$ cat src/rtl/bit_serializer_pkg.sv
// Shared types and constants for the bit serializer slice.
package serializer_pkg;

   // FSM states; ST_ prefix keeps the literals clear of the GAP parameter.
   typedef enum logic [1:0] {
      ST_IDLE  = 2'b00,
      ST_SHIFT = 2'b01,
      ST_GAP   = 2'b10
   } state_t;

   localparam int DEFAULT_WIDTH = 8;
   localparam int DEFAULT_GAP   = 0;
   localparam int GAP_CNT_W     = 4;   // holds gap counts 0..15

   // Bit-counter width; never narrower than one bit.
   function automatic int cnt_w(input int w);
      return (w < 2) ? 1 : $clog2(w);
   endfunction

endpackage

$ cat src/rtl/bit_serializer_if.sv
// Parallel word in, serial bit out bundle between producer and serializer.
interface bit_serializer_if
   import serializer_pkg::*;
#(
   parameter int WIDTH = DEFAULT_WIDTH
);
   logic [WIDTH-1:0] din;
   logic             din_valid;
   logic             din_ready;
   logic             x;
   logic             x_valid;
   logic             busy;

   modport master (output din, din_valid, input din_ready, x, x_valid, busy);
   modport slave  (input din, din_valid, output din_ready, x, x_valid, busy);
endinterface

$ cat src/rtl/piso_shifter.sv
// Load/shift register with bit-order selection. q_bit is itself a flop:
// it takes the head bit on load/shift and falls back to the idle level
// whenever neither is requested, so the serial output needs no extra gating.
module piso_shifter #(
   parameter int WIDTH      = 8,
   parameter bit MSB_FIRST  = 1'b1,
   parameter bit IDLE_LEVEL = 1'b0
) (
   input  logic             clk,
   input  logic             rst,
   input  logic             load,
   input  logic             shift,
   input  logic [WIDTH-1:0] d,
   output logic             q_bit
);
   // sr holds the bits not yet presented on q_bit
   logic [WIDTH-1:0] sr;

   // Present the next head bit and drop it from the remaining-bits register.
   always_ff @(posedge clk or negedge rst) begin
      if (!rst) begin
         sr    <= '0;
         q_bit <= IDLE_LEVEL;
      end else if (load) begin
         if (MSB_FIRST) begin
            q_bit <= d[WIDTH-1];
            sr    <= {d[WIDTH-2:0], 1'b0};
         end else begin
            q_bit <= d[0];
            sr    <= {1'b0, d[WIDTH-1:1]};
         end
      end else if (shift) begin
         if (MSB_FIRST) begin
            q_bit <= sr[WIDTH-1];
            sr    <= {sr[WIDTH-2:0], 1'b0};
         end else begin
            q_bit <= sr[0];
            sr    <= {1'b0, sr[WIDTH-1:1]};
         end
      end else begin
         q_bit <= IDLE_LEVEL;
      end
   end
endmodule

$ cat src/rtl/bit_serializer.sv
// Parallel-in serial-out stage feeding the sequence detector: word handshake,
// bit/gap counting FSM and registered x / x_valid / busy outputs.
module bit_serializer
   import serializer_pkg::*;
#(
   parameter int WIDTH      = DEFAULT_WIDTH,
   parameter bit MSB_FIRST  = 1'b1,
   parameter int GAP        = DEFAULT_GAP,
   parameter bit IDLE_LEVEL = 1'b0
) (
   input  logic              clk,
   input  logic              rst,
   bit_serializer_if.slave   bus
);
   localparam int CW = cnt_w(WIDTH);
   localparam logic [CW-1:0]        LAST_BIT = CW'(WIDTH - 1);
   localparam logic [GAP_CNT_W-1:0] GAP_LAST = GAP_CNT_W'((GAP > 0) ? GAP - 1 : 0);

   state_t                 state, state_nxt;
   logic [CW-1:0]          bcnt, bcnt_nxt;
   logic [GAP_CNT_W-1:0]   gcnt, gcnt_nxt;
   logic                   load, shift;
   logic                   last, ready, hs;
   logic                   xv_q, busy_q, q_bit;

   assign last  = (state == ST_SHIFT) && (bcnt == LAST_BIT);
   // Ready in IDLE, and on the final bit only when words may run back-to-back.
   assign ready = (state == ST_IDLE) || ((GAP == 0) && last);
   assign hs    = bus.din_valid && ready;

   // Next-state, counters and shifter controls.
   always_comb begin
      state_nxt = state;
      bcnt_nxt  = bcnt;
      gcnt_nxt  = gcnt;
      load      = 1'b0;
      shift     = 1'b0;
      case (state)
         ST_IDLE: begin
            if (hs) begin
               load      = 1'b1;
               bcnt_nxt  = '0;
               state_nxt = ST_SHIFT;
            end
         end
         ST_SHIFT: begin
            if (!last) begin
               shift    = 1'b1;
               bcnt_nxt = bcnt + 1'b1;
            end else begin
               bcnt_nxt = '0;
               if (GAP > 0) begin
                  gcnt_nxt  = '0;
                  state_nxt = ST_GAP;
               end else if (hs) begin
                  load = 1'b1;
               end else begin
                  state_nxt = ST_IDLE;
               end
            end
         end
         ST_GAP: begin
            if (gcnt == GAP_LAST) begin
               gcnt_nxt  = '0;
               state_nxt = ST_IDLE;
            end else begin
               gcnt_nxt = gcnt + 1'b1;
            end
         end
         default: state_nxt = ST_IDLE;
      endcase
   end

   // State, counters and registered status outputs.
   always_ff @(posedge clk or negedge rst) begin
      if (!rst) begin
         state  <= ST_IDLE;
         bcnt   <= '0;
         gcnt   <= '0;
         xv_q   <= 1'b0;
         busy_q <= 1'b0;
      end else begin
         state  <= state_nxt;
         bcnt   <= bcnt_nxt;
         gcnt   <= gcnt_nxt;
         xv_q   <= (state_nxt == ST_SHIFT);
         busy_q <= (state_nxt != ST_IDLE);
      end
   end

   piso_shifter #(
      .WIDTH      (WIDTH),
      .MSB_FIRST  (MSB_FIRST),
      .IDLE_LEVEL (IDLE_LEVEL)
   ) u_piso (
      .clk   (clk),
      .rst   (rst),
      .load  (load),
      .shift (shift),
      .d     (bus.din),
      .q_bit (q_bit)
   );

   assign bus.din_ready = ready;
   assign bus.x         = q_bit;
   assign bus.x_valid   = xv_q;
   assign bus.busy      = busy_q;
endmodule

$ cat src/flat_wrapper.sv
// flat-port wrapper written by rule: the top's interface ports become plain ports
module bit_serializer_flat import serializer_pkg::*;
#(
   parameter int WIDTH      = DEFAULT_WIDTH,
   parameter bit MSB_FIRST  = 1'b1,
   parameter int GAP        = DEFAULT_GAP,
   parameter bit IDLE_LEVEL = 1'b0
)
  (clk, rst, bus_din, bus_din_valid, bus_din_ready, bus_x, bus_x_valid, bus_busy);
  bit_serializer_if #(.WIDTH(WIDTH)) bus_i ();
  input  logic clk;
  input  logic rst;
  input wire logic [$bits(bus_i.din)-1:0] bus_din;
  input wire logic [$bits(bus_i.din_valid)-1:0] bus_din_valid;
  output wire logic [$bits(bus_i.din_ready)-1:0] bus_din_ready;
  output wire logic [$bits(bus_i.x)-1:0] bus_x;
  output wire logic [$bits(bus_i.x_valid)-1:0] bus_x_valid;
  output wire logic [$bits(bus_i.busy)-1:0] bus_busy;
  assign bus_i.din = bus_din;
  assign bus_i.din_valid = bus_din_valid;
  assign bus_din_ready = bus_i.din_ready;
  assign bus_x = bus_i.x;
  assign bus_x_valid = bus_i.x_valid;
  assign bus_busy = bus_i.busy;
  bit_serializer #(.WIDTH(WIDTH), .MSB_FIRST(MSB_FIRST), .GAP(GAP), .IDLE_LEVEL(IDLE_LEVEL)) u_core (.clk(clk), .rst(rst), .bus(bus_i));
endmodule
$ cat config.mk
export PLATFORM = sky130hd
export DESIGN_NAME = bit_serializer_flat
export DESIGN_NICKNAME = d
export VERILOG_FILES = /design/src/rtl/bit_serializer_pkg.sv /design/src/rtl/bit_serializer_if.sv /design/src/rtl/piso_shifter.sv /design/src/rtl/bit_serializer.sv /design/src/flat_wrapper.sv
export SDC_FILE = /design/constraint.sdc
export NUM_CORES = 1
export LEC_CHECK = 0
export BUFFER_PORTS_ARGS = -buffer_cell sky130_fd_sc_hd__clkbuf_2
export CORE_MARGIN = 2
export CORE_UTILIZATION = 53
export DETAILED_ROUTE_END_ITERATION = 16
export HOLD_SLACK_MARGIN = 0.15
export PLACE_DENSITY = 0.84
export SLEW_MARGIN = 20
export SYNTH_ARGS = -nofsm -noshare
export SYNTH_HDL_FRONTEND = slang
export SYNTH_SLANG_ARGS = --single-unit
$ cat constraint.sdc
create_clock -name clk -period 1.6 [get_ports clk]
set_input_delay 0.08 -clock clk [delete_from_list [all_inputs] [get_ports clk]]
set_output_delay 0.08 -clock clk [all_outputs]
set_load 0.02 [all_outputs]
Word-level counts from Yosys, hierarchy flattened
Index checks and enable logic that the tools add are counted.

word-level totals
  register bits = 20
  logic and storage cells = 41
  bits of input ports = 11
  output and inout port bits = 4

operators by class
  equality and inequality tests = 5
  reductions and logical operators = 9
  add/sub/neg operators = 2
  multiplexer cells = 18

operators by type and width
  operator                                                number
  2-to-1 mux 8 bit                                        2
  2-to-1 mux 2 bit                                        4
  2-to-1 mux 1 bit                                        6
  2-to-1 mux 3 bit                                        2
  case mux 2 bit (3 select lines)                         1
  case mux 3 bit (2 select lines)                         1
  nonzero test 2 bit                                      3
  adder 4 x 1 -> 4 bit (second input constant)            1
  equality test 2 x 1 -> 1 bit (second input constant)    2
  zero test 4 bit                                         1
  2-to-1 mux 4 bit                                        1
  adder 3 x 1 -> 3 bit (second input constant)            1
  equality test 3 bit (second input constant)             1
  equality test 2 bit (second input constant)             1
  logical AND 1 bit                                       2
  zero test 2 bit                                         1
  inequality test 2 x 1 -> 1 bit (second input constant)  1
  case mux 1 bit (2 select lines)                         1
  AND reduction 2 bit                                     1
  logical OR 1 bit                                        1

Depth between registers and ports, before layout
Gate-level depths: netlist of the first run.

  depth in word-level cells = 8
  depth in mapped cells = 6
  gate-level depth less buffers = 5

Hierarchy
Synthesis of the first run repeated with hierarchy kept, for this count alone.

second synthesis, totals
  cell total of the unflattened synthesis = 76
  area total of the unflattened synthesis = 857.1 um2

by module, submodules not included
  module          area an instance (um2)  times used  sequential area each (um2)  cells an instance
  bit_serializer  494.2                   1           275.3                       42
  piso_shifter    362.8                   1           200.2                       34

Least setup slack after synthesis of the first run
OpenSTA, ideal clock, no wires.

  kind = register to register
  start = register u_core.bcnt[0]
  end = register u_core.u_piso.sr[2]
  arrival = 1,298 ps
  slack = 180 ps
  buffers on the path = 1
  stages on the path, launching flop included = 7
  cell sequence = dfrtp_1 -> ha_1 -> ha_1 -> nand2b_1 -> buf_2 -> a31oi_1 -> o2bb2ai_1

between the ends
  cells in the longest elaborated chain, start to end = 8
  elaborated cells on any way between the ends = 11
  those cells by class = eq/ne (1); mux (6); reduce/logical (4)

RTL lines
  item                                                           line                                        text
  start: declaration                                             bit_serializer.sv:20                        logic [CW-1:0] bcnt, bcnt_nxt;
  start signal: assignment                                       bit_serializer.sv:84                        bcnt <= bcnt_nxt;
  equality test 3 bit (*)                                        bit_serializer.sv:26                        assign last = (state == ST_SHIFT) && (bcnt == LAST_BIT);
  logical AND 1 bit (*)                                          bit_serializer.sv:26
  logical OR 1 bit                                               bit_serializer.sv:28                        assign ready = (state == ST_IDLE) || ((GAP == 0) && last);
  logical AND 1 bit                                              bit_serializer.sv:29                        assign hs = bus.din_valid && ready;
  2-to-1 mux 1 bit                                               bit_serializer.sv:40, bit_serializer.sv:55
  2-to-1 mux 1 bit                                               bit_serializer.sv:47                        if (!last) begin
  case mux 1 bit (2 select lines)                                bit_serializer.sv:38                        case (state)
  2-to-1 mux 8 bit / nonzero test 2 bit (equally long branches)  --
  end signal: assignment                                         piso_shifter.sv:27                          sr <= {d[WIDTH-2:0], 1'b0};
  end signal: assignment                                         piso_shifter.sv:30                          sr <= {1'b0, d[WIDTH-1:1]};
  end signal: assignment                                         piso_shifter.sv:35                          sr <= {sr[WIDTH-2:0], 1'b0};
  end: declaration                                               piso_shifter.sv:17                          logic [WIDTH-1:0] sr;

Every way passes the cells marked *; elsewhere a longest branch is shown, timed or not.
A chain may end at the register's enable or synchronous reset.

Worst setup path after layout of the first run
  start = register u_core.bcnt[1]
  end = output port bus_din_ready

between the ends
  cells in the longest elaborated chain, start to end = 3

RTL lines
  item                 line                  text
  equality test 3 bit  bit_serializer.sv:26
  logical AND 1 bit    bit_serializer.sv:26
  logical OR 1 bit     bit_serializer.sv:28
  end: declaration     flat_wrapper.sv:15    output wire logic [$bits(bus_i.din_ready)-1:0] bus_din_ready;

No other way between the ends.

==> results.ini, run 1 <==
[pwr]
peakVddDrop_uv = 922
internal_power_mw = 1.07
p_seq_share_pct = 43.8
p_sw_mw = 0.510
powerDensity_nw_per_um2 = 1370
pwr-share-clk_pct = 15.0
power_leakage_nw = 0.552
power_switching_share_pct = 32.4
power_frac_comb_pct = 41.2

[synth]
synth_fp_nets = 92
ys_types = 25
synthTopCellsByArea = dfrtp_1 52%, o2bb2ai_1 6.8%, and3b_2 6.6%
yosys_register_bits = 19
synth.avg_cell_area_um2 = 11.8
ys_warn_count = 0
netlist_instances = 77
synth_top_area_share_pct = 52.5
yosysMostFrequentCell = dfrtp_1
synth_area_um2 = 906
yosysSeqAreaShare_pct = 52.5
synthTopCellsByCount = 19 x dfrtp_1, 7 x o2bb2ai_1, 6 x a31oi_1, 6 x and3b_2, 6 x inv_1
async_flop_share_pct = 100
synth_enable_flop_cells = 0
synth_ff_type = dfrtp_1
synth_top_cell_by_area = dfrtp_1

[finish]
diodes = 0
syn_to_final_growth_pct = 27.1
instances_no_fill = 121
fin_area_um2 = 1150
nFillCells = 98
drive_gt1_share_pct = 33.3
fin_nets = 121
utilization_pct = 73.8

[global_route]
grt_pass1_vias = 702
grt_pass1_wl_um = 2920
grt-ovfl-total = 0
antenna_found_initial = 0
track_usage_pct = 20.3
grt_max_degree = 20

[setup_path]
path_class = flip-flop to primary output
crit_path_end_kind = primary output
worstReg2RegStart = u_core.bcnt[1]
worst-path-max-fanout = 4
worstSetupStartpointType = flip-flop
crit_start = u_core.bcnt[1]
required_ps = 1520
crit_arrival_ps = 1480

[route]
drc = 0
viasPerCell = 5.61
wl_per_cell_um = 14.6
dr.pass1.iters = 4
ant_nets = 0
routed_wl_um = 1770
drt_iter0_markers = 18
vias = 679

[sta]
fmax_ghz = 0.643
fin_ws_ps = 44.5
final_max_slew_viol_count = 0
final.setup.tns_ps = 0
finalSetupViolCount = 0
finClkSkew_ps = 1.35
max_slew_margin_pct = 69.4
post-route-min-period_ps = 1560
finalHoldViolCount = 0
worst_pin_slew_ps = 460
rsz0062_at_grt = true
timing.final.crit_share_pct = 97.2

[worst_hold_path]
worstHoldStart = bus_din_valid
hp-class = primary input to flip-flop

[clock_network]
clk_latency_ps = 290
cts-root-buf = clkbuf_4
cts.sinks = 19
clock_path_buffers = 2
htree_levels = 1
cts_tree = done
path_clk_slew_ps = 100
cts_buffers = 3

[placement]
gp_congestion = 0.800
place_inst = 104
pre_cts_ws_ps = 70.9
place_area_um2 = 981
dp_hpwl_um = 1100
io_buffers = 14

[floorplanning]
die_y_um = 45.3
die-area_um2 = 2060
ioPinCount = 15
core_area_um2 = 1560
floorplan.initialDensity_pct = 58.1
rows = 14
die_width_um = 45.3

[run_status]
status = finished, final reports clean

[job]
drv_cap = 0

path summary, 6_finish.rpt:
check                                 endpoint  slack, ps  depth (start not counted)
setup / recovery                 bus_din_ready         40                          5
hold / removal             u_core.u_piso.q_bit        190                          3
setup reg to reg                u_core.bcnt[0]         80                          5
hold reg to reg                 u_core.gcnt[3]        480                          1
max in group asynchronous       u_core.bcnt[1]       1030                          2
min in group asynchronous  u_core.u_piso.sr[4]        260                          2
through the flow:
step                      power [mW]  hold WS (ps)
after global routing            1.68           200
final                           1.58           186
after global placement          1.18          49.2
after CTS                       1.52           167
after detailed placement        1.21          54.3
after floorplan                 1.08          -216
layer usage:
metal	vias up	share of wire [%]	GRT usage [%]
met4	0	1.0	10.6
met2	13	51	35.7
met5	-	0	0
li1	332	-	-
met3	2	3.1	2.40
met1	332	45	24.1
area by class of cell:
cell class,instances,area (µm²),share of cell area [%]
Inverter,6,22.5,1.96
Timing Repair Buffer,28,204,17.7
Tap cell,16,20.0,1.74
Multi-Input combinational cell,48,403,35.0
Sequential cell,19,475,41.3
Clock buffer,4,26.3,2.28
power groups by stage:
stage / clock (mW) / combinational [mW] / sequential (mW)
2_1_floorplan: 0 / 0.392 / 0.689
3_3_place_gp: 0 / 0.497 / 0.686
3_5_place_dp: 0 / 0.517 / 0.692
4_1_cts: 0.244 / 0.589 / 0.683
5_1_grt: 0.264 / 0.714 / 0.705
6_report: 0.236 / 0.649 / 0.691
kinds of logic (layout without fill, tap and decap cells):
kind of cell             after synthesis  count (layout)  synth area share [%]
adder cells (fa/ha/maj)                4               4                  5.53
multiplexers                           3               3                  3.45
XOR/XNOR                               1               1                 0.967
AND/OR/NAND/NOR                       20              20                  15.2
AO/OA/AOI/OAI                         20              20                  17.4
buffers and inverters                 10              38                  4.97
flip-flops                            19              19                  52.5
worst max-delay path, stage by stage (launching register included):
cell and delay [ps]:
dfrtp_1 400, ha_2 200, ha_4 160, and2b_4 250, nor2_2 40, buf_6 140
flip-flops by register name, summed over array words and instances, names as in the netlist:
| name | flops |
|---|---|
| u_core.bus.x_valid | 1 |
| u_core.u_piso.sr | 7 |
| u_core.bus.busy | 1 |
| u_core.gcnt | 4 |
| u_core.state | 2 |
| u_core.bcnt | 3 |
| u_core.u_piso.q_bit | 1 |
placed cells by master, fill, tap and decap left out, drive strengths merged:
master / instances
clkbuf: 17
and2b: 1
and3b: 6
buf: 6
o21ai: 2
nand4: 1
o2bb2ai: 7
nand2b: 2
nand2: 5
a31oi: 6
dfrtp: 19
mux2: 1
inv: 6
xnor2: 1
a21oi: 1
nand3: 2
dlygate4sd3: 9
nor2b: 1
ha: 4
nor2: 1
nor3b: 1
a22o: 2
mux2i: 2
o21bai: 2
what timing repair did:
item / in CTS / in global routing
hold endpoints to repair: 27 / 0
hold buffers: 9 / 0
setup endpoints to repair: 1 / 6
resized for setup: 3 / 4
pin swaps: 0 / 1
setup buffers: 3 / 1
No activity file was read; power rests on OpenSTA's default activity.
==> inputs of run 2 (changes only) <==
--- a/config.mk
+++ b/config.mk
@@ -5,9 +5,11 @@
 export SDC_FILE = /design/constraint.sdc
 export NUM_CORES = 1
 export LEC_CHECK = 0
+export ABC_AREA = 1
+export ABC_CLOCK_PERIOD_IN_PS = 1600
 export BUFFER_PORTS_ARGS = -buffer_cell sky130_fd_sc_hd__clkbuf_2
 export CORE_MARGIN = 2
-export CORE_UTILIZATION = 53
+export CORE_UTILIZATION = 54
 export DETAILED_ROUTE_END_ITERATION = 16
 export HOLD_SLACK_MARGIN = 0.15
 export PLACE_DENSITY = 0.84
==> run 2 against run 1 <==
Against the previous run:
- via count is 22% higher
- worst setup slack better by 38 ps
- wire length is 9.0% higher
- synthesized cell count is 53% higher
- final cell count is 45% higher
- clock skew is 8.9 ps higher
- synthesized area is 8.3% higher
- power is 15% higher
- utilization is 0.72 points lower
- register-to-register slack hardly changed
- critical endpoint unchanged
==> results.ini, run 2 <==
[synth]
ys_types = 17  ; -32%
synth_fp_nets = 133  ; +45%
netlist_instances = 118  ; +53%
synth_top_family_by_area = simple AND/OR/NAND/NOR gates
synth_compound_area_share_pct = 3.57  ; -14 points
yosys.area_share.simple_pct = 31.3  ; +16 points
synth_ff_type = dfrtp_1
synth_fa_ha_area_share_pct = 5.10  ; -0.42 points
synth.avg_cell_area_um2 = 8.31  ; -29%
synth-xor-area-share_pct = 0  ; -0.97 points
synth_enable_flop_cells = 0  ; unchanged
yosysSeqAreaShare_pct = 48.5  ; -4.0 points
async_flop_share_pct = 100  ; unchanged
synthMuxAreaShare_pct = 0  ; -3.5 points
synth_top_area_share_pct = 48.5  ; -4.0 points
yosysMostFrequentCell = nand2_1
synthTopCellsByArea = dfrtp_1 48%, nand2_1 11%, nand3_1 8.2%
synth_top_cell_by_area = dfrtp_1
synth_area_um2 = 981  ; +8.3%
synthTopCellsByCount = 30 x nand2_1, 21 x inv_1, 19 x dfrtp_1
ys_warn_count = 0  ; unchanged
yosys_register_bits = 19  ; unchanged

[setup_path]
worstSetupStartpointType = flip-flop
cpPeakStageDelay_ps = 410  ; about the same
slowest_stage = dfrtp_1
worstReg2RegStart = u_core.bcnt[1]
path_class = flip-flop to primary output
worstPathCellList = ha_2 -> ha_4 -> inv_2 -> nand2_4 -> clkinv_8 -> nor2_2 -> buf_6
reg2regPathDepth = 9  ; +4
r2r_end = u_core.u_piso.sr[7]
required_ps = 1520  ; about the same
worst-path-max-fanout = 2  ; -2
worst-r2r-setup-slack_ps = 90  ; about the same
crit_path_end_kind = primary output
crit_arrival_ps = 1440  ; -40 ps

[sta]
post-route-min-period_ps = 1520  ; -37.6 ps
hold_ws_ps = 233  ; +46.9 ps
fmax_ghz = 0.659  ; +2.5%
finalSetupViolCount = 0  ; unchanged
timing.final.crit_share_pct = 94.9  ; -2.3 points
worst_pin_slew_ps = 463  ; +3.70 ps
max_slew_margin_pct = 69.1  ; -0.25 points
finClkSkew_ps = 10.2  ; +8.85 ps
final_max_slew_viol_count = 0  ; unchanged
finalHoldViolCount = 0  ; unchanged
rsz0062_at_grt = false
final.setup.tns_ps = 0  ; unchanged

[pwr]
peakVddDrop_uv = 734  ; -20%
p_sw_mw = 0.718  ; +41%
pwr-share-clk_pct = 13.9  ; -1.1 points
p_seq_share_pct = 39.6  ; -4.2 points
powerDensity_nw_per_um2 = 1430  ; +4.8%
internal_power_mw = 1.09  ; +2.5%
power_leakage_nw = 0.691  ; +25%
power_frac_comb_pct = 46.5  ; +5.3 points
power_switching_share_pct = 39.7  ; +7.3 points

[floorplanning]
die_y_um = 46.6  ; +2.8%
rows = 15  ; +1
die_width_um = 46.6  ; +2.8%
core_area_um2 = 1730  ; +11%
floorplan.initialDensity_pct = 56.8  ; -1.3 points
ioPinCount = 15  ; unchanged
die-area_um2 = 2170  ; +5.7%

[route]
routed_wl_um = 1930  ; +9.0%
drt_iter0_markers = 9  ; -9
ant_nets = 0  ; unchanged
dr.pass1.iters = 4  ; unchanged
drc = 0  ; unchanged
wl_per_cell_um = 11.0  ; -25%
vias = 829  ; +22%
viasPerCell = 4.74  ; -16%

[finish]
diodes = 0  ; unchanged
layout_common_cells = 30 x nand2_1, 20 x inv_1, 19 x dfrtp_1, 16 x nand3_1, 13 x clkbuf_2
drive_gt1_share_pct = 27.3  ; -6.0 points
syn_to_final_growth_pct = 28.7
largest_reg_flops = 7  ; unchanged
fin_nets = 166  ; +37%
largestRegisters = u_core.u_piso.sr (7), u_core.gcnt (4), u_core.bcnt (3)
final_common_cell = nand2_1
regMostFlops = u_core.u_piso.sr
nFillCells = 133  ; +36%

[placement]
io_buffers = 14  ; unchanged
dp_hpwl_um = 1230  ; +12%
gp_congestion = 0.807  ; +0.81%

[clock_network]
path_clk_slew_ps = 120  ; +20 ps
htree_levels = 1  ; unchanged
cts-root-buf = clkbuf_4
clock_path_buffers = 2  ; unchanged
cts.sinks = 19  ; unchanged
clk_latency_ps = 310  ; +20 ps
cts_buffers = 3  ; unchanged
cts_tree = done

[global_route]
grt-ovfl-total = 0  ; unchanged
antenna_found_initial = 0  ; unchanged
grt_max_degree = 20  ; unchanged
grt_pass1_wl_um = 3170  ; +8.5%
track_usage_pct = 21.0  ; +0.68 points
grt_pass1_vias = 765  ; +9.0%

[worst_hold_path]
hp-class = primary input to async pin

[run_status]
status = finished, final reports clean

[job]
drv_cap = 0  ; unchanged

## run 2: cell types whose count changed in the layout (fill, tap and decap cells not counted), sizes merged, moves of 6 or more
| cell | delta |
|---|---|
| and3b | -6 |
| nand3 | +16 |
| nor2 | +6 |
| o2bb2ai | -7 |
| a31oi | -6 |
| nand2 | +33 |
| inv | +17 |
## run 2: cell type report
type / count / area, µm² / area share [%]
sequential: 19 / 475 / 37.7
multi-input combinational: 74 / 409 / 32.4
timing repair buffer: 29 / 214 / 16.9
inverter: 24 / 105 / 8.33
tap: 25 / 31.3 / 2.48
clock buffer: 3 / 22.5 / 1.78
clock inverter: 1 / 5.00 / 0.396
## run 2: timing repair
| item | in CTS | in global routing |
|---|---|---|
| pin swaps | 0 | 1 |
| gates resized for setup | 4 | 6 |
| endpoints found under the hold margin | 31 | 0 |
| endpoints found under the setup margin | 1 | 2 |
| hold buffers | 10 | 0 |
| setup buffers | 3 | 2 |
## run 2: worst max path at each step
| stage | end | cells past startpoint | startpoint |
|---|---|---|---|
| 2_1_floorplan | u_core.u_piso.sr[2] | 9 | u_core.bcnt[0] |
| 3_3_place_gp | u_core.u_piso.sr[6] | 8 | u_core.bcnt[0] |
| 5_1_grt | bus_din_ready | 7 | u_core.bcnt[1] |
| 3_5_place_dp | u_core.u_piso.sr[6] | 8 | u_core.bcnt[0] |
| 4_1_cts | bus_din_ready | 7 | u_core.bcnt[0] |
| 6_report | bus_din_ready | 7 | u_core.bcnt[1] |
## run 2: kinds of logic after synthesis
group,count (synthesis)
adder cells (fa/ha/maj),4
AO/OA/AOI/OAI,7
AND/OR/NAND/NOR,63
flip-flops,19
buffers and inverters,25
## run 2: layer usage
| metal | share of wire [%] | global-route usage [%] | vias up |
|---|---|---|---|
| li1 | - | - | 427 |
| met1 | 48 | 29.4 | 376 |
| met2 | 46 | 30.3 | 21 |
| met3 | 3.3 | 3.53 | 5 |
| met4 | 2.8 | 12.2 | 0 |
| met5 | 0 | 0 | - |
## run 2: metrics by stage
step	util [%]	setup WS [ps]	total power [mW]	area, µm²	instances
after floorplan	-	239	1.26	981	118
after global placement	61.5	192	1.35	1060	156
after detailed placement	61.5	130	1.37	1060	156
after CTS	71.0	5.68	1.72	1230	173
after global routing	73.1	13.9	1.96	1260	175
final	73.1	82.1	1.81	1260	175
## run 2: critical path: cells and delay by family, from the launching register on
family	cells	cell delay (ps)
buffers and inverters	3	250
AND/OR/NAND/NOR	2	100
adder cells (fa/ha/maj)	2	370
flip-flops	1	410
## run 2: power groups by stage
stage                     logic, mW  clock network, mW  registers (mW)
after CTS                     0.758              0.252           0.708
after global placement        0.629                  0           0.717
after floorplan               0.525                  0           0.737
after global routing          0.945              0.281           0.734
after detailed placement      0.649                  0           0.722
final                         0.843              0.251           0.717
